==> src/rtl/output_buffer_pkg.sv <==
// Shared types for the output stream buffer: FIFO entry layout, controller states, tag width.
package output_buffer_pkg;

    localparam int TAG_WIDTH       = 32;
    localparam int OBUF_DATA_WIDTH = 32;

    typedef struct packed {
        logic [OBUF_DATA_WIDTH-1:0] data;
        logic [TAG_WIDTH-1:0]       x;
        logic [TAG_WIDTH-1:0]       y;
        logic [TAG_WIDTH-1:0]       ch;
    } out_entry_t;

    typedef enum logic [1:0] {
        IDLE    = 2'd0,
        COLLECT = 2'd1,
        DRAIN   = 2'd2
    } obuf_state_t;

endpackage

==> src/rtl/out_fifo.sv <==
// Synchronous FIFO of output entries; head is read combinationally from registered storage,
// so a push is visible one cycle later and there is no empty-FIFO bypass.
module out_fifo
    import output_buffer_pkg::*;
#(
    parameter int  DEPTH   = 8,
    parameter type entry_t = out_entry_t
) (
    input  logic   clk,
    input  logic   arst_in,
    input  logic   flush,
    input  logic   push,
    input  logic   pop,
    input  entry_t din,
    output entry_t head,
    output logic   full,
    output logic   empty
);

    localparam int               AW         = $clog2(DEPTH);
    localparam logic [AW:0]      CNT_ZERO   = {(AW+1){1'b0}};
    localparam logic [AW:0]      CNT_ONE    = (AW+1)'(1);
    localparam logic [AW:0]      CNT_FULL   = (AW+1)'(DEPTH);
    localparam logic [AW-1:0]    PTR_ZERO   = {AW{1'b0}};
    localparam logic [AW-1:0]    PTR_ONE    = AW'(1);
    localparam entry_t           ENTRY_ZERO = entry_t'({$bits(entry_t){1'b0}});

    entry_t          mem_r [DEPTH];
    logic [AW-1:0]   wr_ptr_r;
    logic [AW-1:0]   rd_ptr_r;
    logic [AW:0]     count_r;
    logic            do_push_s;
    logic            do_pop_s;

    assign full      = (count_r == CNT_FULL);
    assign empty     = (count_r == CNT_ZERO);
    assign head      = mem_r[rd_ptr_r];
    // A pop in the same cycle frees the slot, so a full FIFO still accepts that push.
    assign do_pop_s  = pop && !empty;
    assign do_push_s = push && (!full || do_pop_s);

    // Entry storage; cleared on reset so the head reads zero before the first push.
    always_ff @(posedge clk or posedge arst_in) begin
        if (arst_in) begin
            for (int i = 0; i < DEPTH; i++) begin
                mem_r[i] <= ENTRY_ZERO;
            end
        end else if (do_push_s) begin
            mem_r[wr_ptr_r] <= din;
        end
    end

    // Pointers and occupancy; pointers wrap naturally at the power-of-two depth.
    always_ff @(posedge clk or posedge arst_in) begin
        if (arst_in) begin
            wr_ptr_r <= PTR_ZERO;
            rd_ptr_r <= PTR_ZERO;
            count_r  <= CNT_ZERO;
        end else if (flush) begin
            wr_ptr_r <= PTR_ZERO;
            rd_ptr_r <= PTR_ZERO;
            count_r  <= CNT_ZERO;
        end else begin
            if (do_push_s) begin
                wr_ptr_r <= wr_ptr_r + PTR_ONE;
            end
            if (do_pop_s) begin
                rd_ptr_r <= rd_ptr_r + PTR_ONE;
            end
            case ({do_push_s, do_pop_s})
                2'b10:   count_r <= count_r + CNT_ONE;
                2'b01:   count_r <= count_r - CNT_ONE;
                default: count_r <= count_r;
            endcase
        end
    end

endmodule

==> src/rtl/output_stream_buffer.sv <==
// Captures finished output pixels into a FIFO and streams them to the host with valid/ready.
// Build option OUTPUT_BUFFER_RELU_EN clamps negative values to zero before they are stored.
module output_stream_buffer
    import output_buffer_pkg::*;
#(
    parameter int DATA_WIDTH         = 32,
    parameter int FIFO_DEPTH         = 8,
    parameter int FEATURE_MAP_WIDTH  = 1024,
    parameter int FEATURE_MAP_HEIGHT = 1024,
    parameter int OUTPUT_NB_CHANNELS = 64
) (
    input  logic                  clk,
    input  logic                  arst_in,
    input  logic                  start,
    input  logic                  in_valid,
    input  logic [DATA_WIDTH-1:0] in_data,
    input  logic [31:0]           in_x,
    input  logic [31:0]           in_y,
    input  logic [31:0]           in_ch,
    output logic                  out_valid,
    input  logic                  out_ready,
    output logic [DATA_WIDTH-1:0] out_data,
    output logic [31:0]           out_x,
    output logic [31:0]           out_y,
    output logic [31:0]           out_ch,
    output logic                  busy,
    output logic                  done,
    output logic                  overflow,
    output logic [31:0]           received_count
);

    localparam logic [31:0] EXPECTED =
        32'(FEATURE_MAP_WIDTH * FEATURE_MAP_HEIGHT * OUTPUT_NB_CHANNELS);

    typedef struct packed {
        logic [DATA_WIDTH-1:0] data;
        logic [TAG_WIDTH-1:0]  x;
        logic [TAG_WIDTH-1:0]  y;
        logic [TAG_WIDTH-1:0]  ch;
    } entry_t;

    obuf_state_t            state_r;
    obuf_state_t            state_next_s;
    logic [31:0]            received_count_r;
    logic [31:0]            sent_count_r;
    logic [31:0]            dropped_count_r;
    logic                   overflow_r;
    logic                   busy_s;
    logic                   out_valid_s;
    logic                   accept_s;
    logic                   pop_s;
    logic                   drop_s;
    logic                   push_s;
    logic                   flush_s;
    logic                   last_in_s;
    logic                   final_pop_s;
    logic                   fifo_full_s;
    logic                   fifo_empty_s;
    logic [DATA_WIDTH-1:0]  push_data_s;
    entry_t                 push_entry_s;
    entry_t                 head_s;

    assign flush_s     = (state_r == IDLE) && start;
    assign accept_s    = (state_r == COLLECT) && in_valid;
    assign pop_s       = out_valid_s && out_ready;
    assign drop_s      = accept_s && fifo_full_s && !pop_s;
    assign push_s      = accept_s && !drop_s;
    assign last_in_s   = accept_s && (received_count_r == EXPECTED - 32'd1);
    // Dropped pixels count toward completion, so the layer ends on the handshake that
    // accounts for the last produced pixel.
    assign final_pop_s = (state_r == DRAIN) && pop_s &&
                         (sent_count_r + dropped_count_r + 32'd1 == EXPECTED);

    // Optional ReLU clamp on the value only; tags pass through unchanged.
    always_comb begin
        push_data_s = in_data;
`ifdef OUTPUT_BUFFER_RELU_EN
        if (in_data[DATA_WIDTH-1]) begin
            push_data_s = {DATA_WIDTH{1'b0}};
        end else begin
            push_data_s = in_data;
        end
`endif
    end

    assign push_entry_s = '{data: push_data_s, x: in_x, y: in_y, ch: in_ch};

    out_fifo #(
        .DEPTH   (FIFO_DEPTH),
        .entry_t (entry_t)
    ) u_out_fifo (
        .clk     (clk),
        .arst_in (arst_in),
        .flush   (flush_s),
        .push    (push_s),
        .pop     (pop_s),
        .din     (push_entry_s),
        .head    (head_s),
        .full    (fifo_full_s),
        .empty   (fifo_empty_s)
    );

    // State register.
    always_ff @(posedge clk or posedge arst_in) begin
        if (arst_in) begin
            state_r <= IDLE;
        end else begin
            state_r <= state_next_s;
        end
    end

    // Next-state logic.
    always_comb begin
        state_next_s = state_r;
        case (state_r)
            IDLE: begin
                if (start) begin
                    state_next_s = COLLECT;
                end else begin
                    state_next_s = IDLE;
                end
            end
            COLLECT: begin
                if (last_in_s) begin
                    state_next_s = DRAIN;
                end else begin
                    state_next_s = COLLECT;
                end
            end
            DRAIN: begin
                if (final_pop_s || fifo_empty_s) begin
                    state_next_s = IDLE;
                end else begin
                    state_next_s = DRAIN;
                end
            end
            default: state_next_s = IDLE;
        endcase
    end

    // State-decoded outputs.
    always_comb begin
        busy_s      = 1'b0;
        out_valid_s = 1'b0;
        case (state_r)
            IDLE: begin
                busy_s      = 1'b0;
                out_valid_s = 1'b0;
            end
            COLLECT, DRAIN: begin
                busy_s      = 1'b1;
                out_valid_s = !fifo_empty_s;
            end
            default: begin
                busy_s      = 1'b0;
                out_valid_s = 1'b0;
            end
        endcase
    end

    // Layer counters and sticky overflow; all cleared when a new layer is armed.
    always_ff @(posedge clk or posedge arst_in) begin
        if (arst_in) begin
            received_count_r <= 32'd0;
            sent_count_r     <= 32'd0;
            dropped_count_r  <= 32'd0;
            overflow_r       <= 1'b0;
        end else if (flush_s) begin
            received_count_r <= 32'd0;
            sent_count_r     <= 32'd0;
            dropped_count_r  <= 32'd0;
            overflow_r       <= 1'b0;
        end else begin
            if (accept_s) begin
                received_count_r <= received_count_r + 32'd1;
            end
            if (pop_s) begin
                sent_count_r <= sent_count_r + 32'd1;
            end
            if (drop_s) begin
                dropped_count_r <= dropped_count_r + 32'd1;
                overflow_r      <= 1'b1;
            end
        end
    end

    assign out_valid      = out_valid_s;
    assign out_data       = head_s.data;
    assign out_x          = head_s.x;
    assign out_y          = head_s.y;
    assign out_ch         = head_s.ch;
    assign busy           = busy_s;
    assign done           = final_pop_s;
    assign overflow       = overflow_r;
    assign received_count = received_count_r;

endmodule

==> config.mk <==
export PLATFORM = sky130hd
export DESIGN_NAME = output_stream_buffer
export DESIGN_NICKNAME = d
export VERILOG_FILES = /design/src/rtl/output_buffer_pkg.sv /design/src/rtl/out_fifo.sv /design/src/rtl/output_stream_buffer.sv
export SDC_FILE = /design/constraint.sdc
export NUM_CORES = 2
export LEC_CHECK = 0
export BUFFER_PORTS_ARGS = -buffer_cell sky130_fd_sc_hd__clkbuf_2
export CORE_MARGIN = 10
export CORE_UTILIZATION = 35
export CTS_BUF_LIST = sky130_fd_sc_hd__clkbuf_16
export CTS_CLUSTER_DIAMETER = 200
export DETAILED_ROUTE_END_ITERATION = 7
export GPL_ROUTABILITY_DRIVEN = 0
export PLACE_DENSITY = 0.48
export SYNTH_ARGS = -nofsm -noshare
export SYNTH_HDL_FRONTEND = slang
export SYNTH_SLANG_ARGS = --single-unit
==> constraint.sdc <==
create_clock -name clk -period 44.6 [get_ports clk]
set_input_delay 0 -clock clk [delete_from_list [all_inputs] [get_ports clk]]
set_output_delay 0 -clock clk [all_outputs]
set_load 0.005 [all_outputs]
==> flow_summary.ini <==
[yosys]
mean_cell_area_of_the_mapped_netlist_sq_um = 14.9
synth-seq-area-share = 0.533
yosys_warnings = 0
mappedNetlistArea_sq_um = 53200
syn_nets = 3733
netlist_top_cells_area = dfrtp_1, mux2_2, mux4_2
synth_largest_area_cell = dfrtp_1
synth.lib_cells_used.distinct = 90
syn_inst = 3557
yosys.cell_count.top_type = mux2_2
synth_edf_count = 0
post_synth_most_frequent_cells = mux2_2, dfrtp_1, mux4_2
postSynthRegisterBits = 1133
synth_async_sr_flop_share = 1.00
dominantRegCellSynth = dfrtp_1
synthDominantCellAreaShare = 0.533

[cells_and_area]
layout-area-overhead-vs-synth_pct = 16.9
sequential_cell_area_sq_um = 28400
final_core_utilization = 0.413
fillCellCount = 14100
drive_above_1_share = 0.488
multiInputGateArea_sq_um = 23800
instances_no_fill = 6078
layout.nets = 4128
finish.instance_area_sq_um = 62100

[job]
max_cap_violations = 0

[sta]
grt_setup_unrepaired = false
finalSetupViolations = 0
timing.slew.headroom = 0.281
fin_crit_sh = 0.119
finalCriticalPeriod_ns = 5.33
setup-tns-final_ns = 0
timing_max_transition_violations_final = 0
whs_ns = 0.131
clock-skew-final_ns = 0.0246
worst-slew-pin-transition_ns = 1.08
hold_viol = 0
layout_setup_ws_ns = 39.27
max_freq_mhz = 188

[hold_path]
holdPathStages = 3
hold_path.class = input pin to register

[drt]
wl_per_cell_um = 23.0
dr_total_vias = 31600
detailedRoute.firstPassIterationCount = 5
initialDrtViolationCount = 1590
post_drt_via_cell_ratio = 5.20
detail_route.wirelength_mm = 140
antenna_violating_nets_post_route = 0
detail_route.drc_violations = 0

[worst_setup_path]
crit_path_max_fanout = 161
end_kind = async pin
critPathKind = input pin to async pin
worst_ep_required_time_ns = 45.38
worstPathArrival_ns = 6.10
setup.worst_path.start_class = input pin
worstRegToRegCells = 8

[power_and_ir_drop]
total_power_mw = 4.46
vdd_ir_drop_max_uv = 47.7
p_leak_nw = 27.1
cell_pwr_density_nw_per_um2 = 71.8

[clocking]
clock_latency_reported_for_the_late_side_of_the_worst_skew_pair_ns = 0.76
cts_tree = yes
numCtsBuffers = 135
path_clk_slew_ns = 0.05
cts.root.buffer_cell = clkbuf_16
cts_max_level = 4
clock_sinks = 1133
cts_resized = 0
clock_path_buffers = 3

[place]
port_buffers = 296
detailed_place.area_sq_um = 56700
detailed_placer_s_ending_hpwl_mm = 81.6
dp_worst_setup_slack_ns = 39.34
dpl.cell_count = 5698

[die]
chip_width_um = 410
core.rowCount = 142
pin_count = 297
die_height_um = 410
coreArea_sq_um = 150000
start_util = 0.354
die_area_sq_um = 168000

[status]
status = completed

[global_routing]
first_pass_grt_wire_length_mm = 218
grt_pass1_vias = 34200
pin_count_of_the_biggest_net_entering_global_routing = 162
global_route_usage_over_all_layers = 0.166
global_route.overflow_total = 0
antenna_found_initial = 13
## state kept, by name, indices dropped and copies added (netlist names), 2 cells and up
signal and count:
u_out_fifo.rd_ptr_r 3, state_r 2, u_out_fifo.count_r 4, dropped_count_r 32
received_count 32, u_out_fifo.wr_ptr_r 3, u_out_fifo.mem_r 1024, sent_count_r 32
## worst max-delay path: stages
cell and delay [ns]:
dlygate4sd3_1 0.54, clkbuf_2 0.10, dlygate4sd3_1 0.62, inv_8 0.52, buf_12 0.66, buf_4 0.82, buf_4 0.78, buf_4 0.86
buf_4 0.83
## timing repair
item	4_1_cts	5_1_grt
hold buffers	133	0
hold endpoints to repair	1181	0
buffers inserted	0	0
## report_power, final
group / switching (mW) / internal (mW) / total (mW)
sequential: 0.242 / 1.50 / 1.74
clock: 0.448 / 0.585 / 1.03
combinational: 0.691 / 1.00 / 1.69
total: 1.38 / 3.08 / 4.46
## cells by family after synthesis
kind of cell / count (synthesis) / share of synthesized area
muxes: 1420 / 0.355
DFF: 1133 / 0.533
and+or+nand+nor: 442 / 0.0428
buffers and inverters: 244 / 0.0202
AOI/OAI and AO/OA: 181 / 0.0231
xor gates and xnor gates: 94 / 0.0155
adders and majority gates: 43 / 0.0103
## metal layers
metal	routed length, um	track usage	part of all wire	vias up
met4	3160	0.0423	0.023	16
li1	-	-	-	14100
met3	5410	0.0348	0.039	212
met1	64800	0.225	0.46	16800
met2	66100	0.269	0.47	486
met5	92	0	0.00066	-
## final timing paths
path | from | to | slack [ns]
max | arst_in | u_out_fifo.mem_r[499] | 39.27
min | in_x[29] | u_out_fifo.mem_r[605] | 0.13
max reg2reg | state_r[1] | u_out_fifo.mem_r[473] | 40.60
min reg2reg | u_out_fifo.mem_r[588] | u_out_fifo.mem_r[588] | 0.50
max in group clk | u_out_fifo.rd_ptr_r[0] | out_x[6] | 39.55
min in group asynchronous | arst_in | u_out_fifo.mem_r[782] | 0.53
## area by class of cell
class                      count  share of cell area
clock inverter               103             0.00936
multi-input combinational   2180               0.383
timing repair buffer         484              0.0531
sequential                  1133               0.456
inverter                      18             0.00121
tap                         2016              0.0406
clock buffer                 140              0.0564
antenna                        4            0.000161
## cells in the final DEF (no fill, tap or decap), types with 17 or more instances in the layout
cell	count
mux2_2	1154
dfrtp_1	1130
clkbuf_2	296
mux4_2	256
nor2_1	149
clkbuf_16	140
dlygate4sd3_1	133
nand2_1	83
xor2_1	68
a21oi_1	50
nand3_1	50
buf_4	49
inv_1	45
ha_1	42
clkinv_1	36
o21ai_0	34
nand4_1	28
xnor2_1	26
clkinv_2	24
and3_1	21
or3_1	17
(Power assumes the default switching activity.)
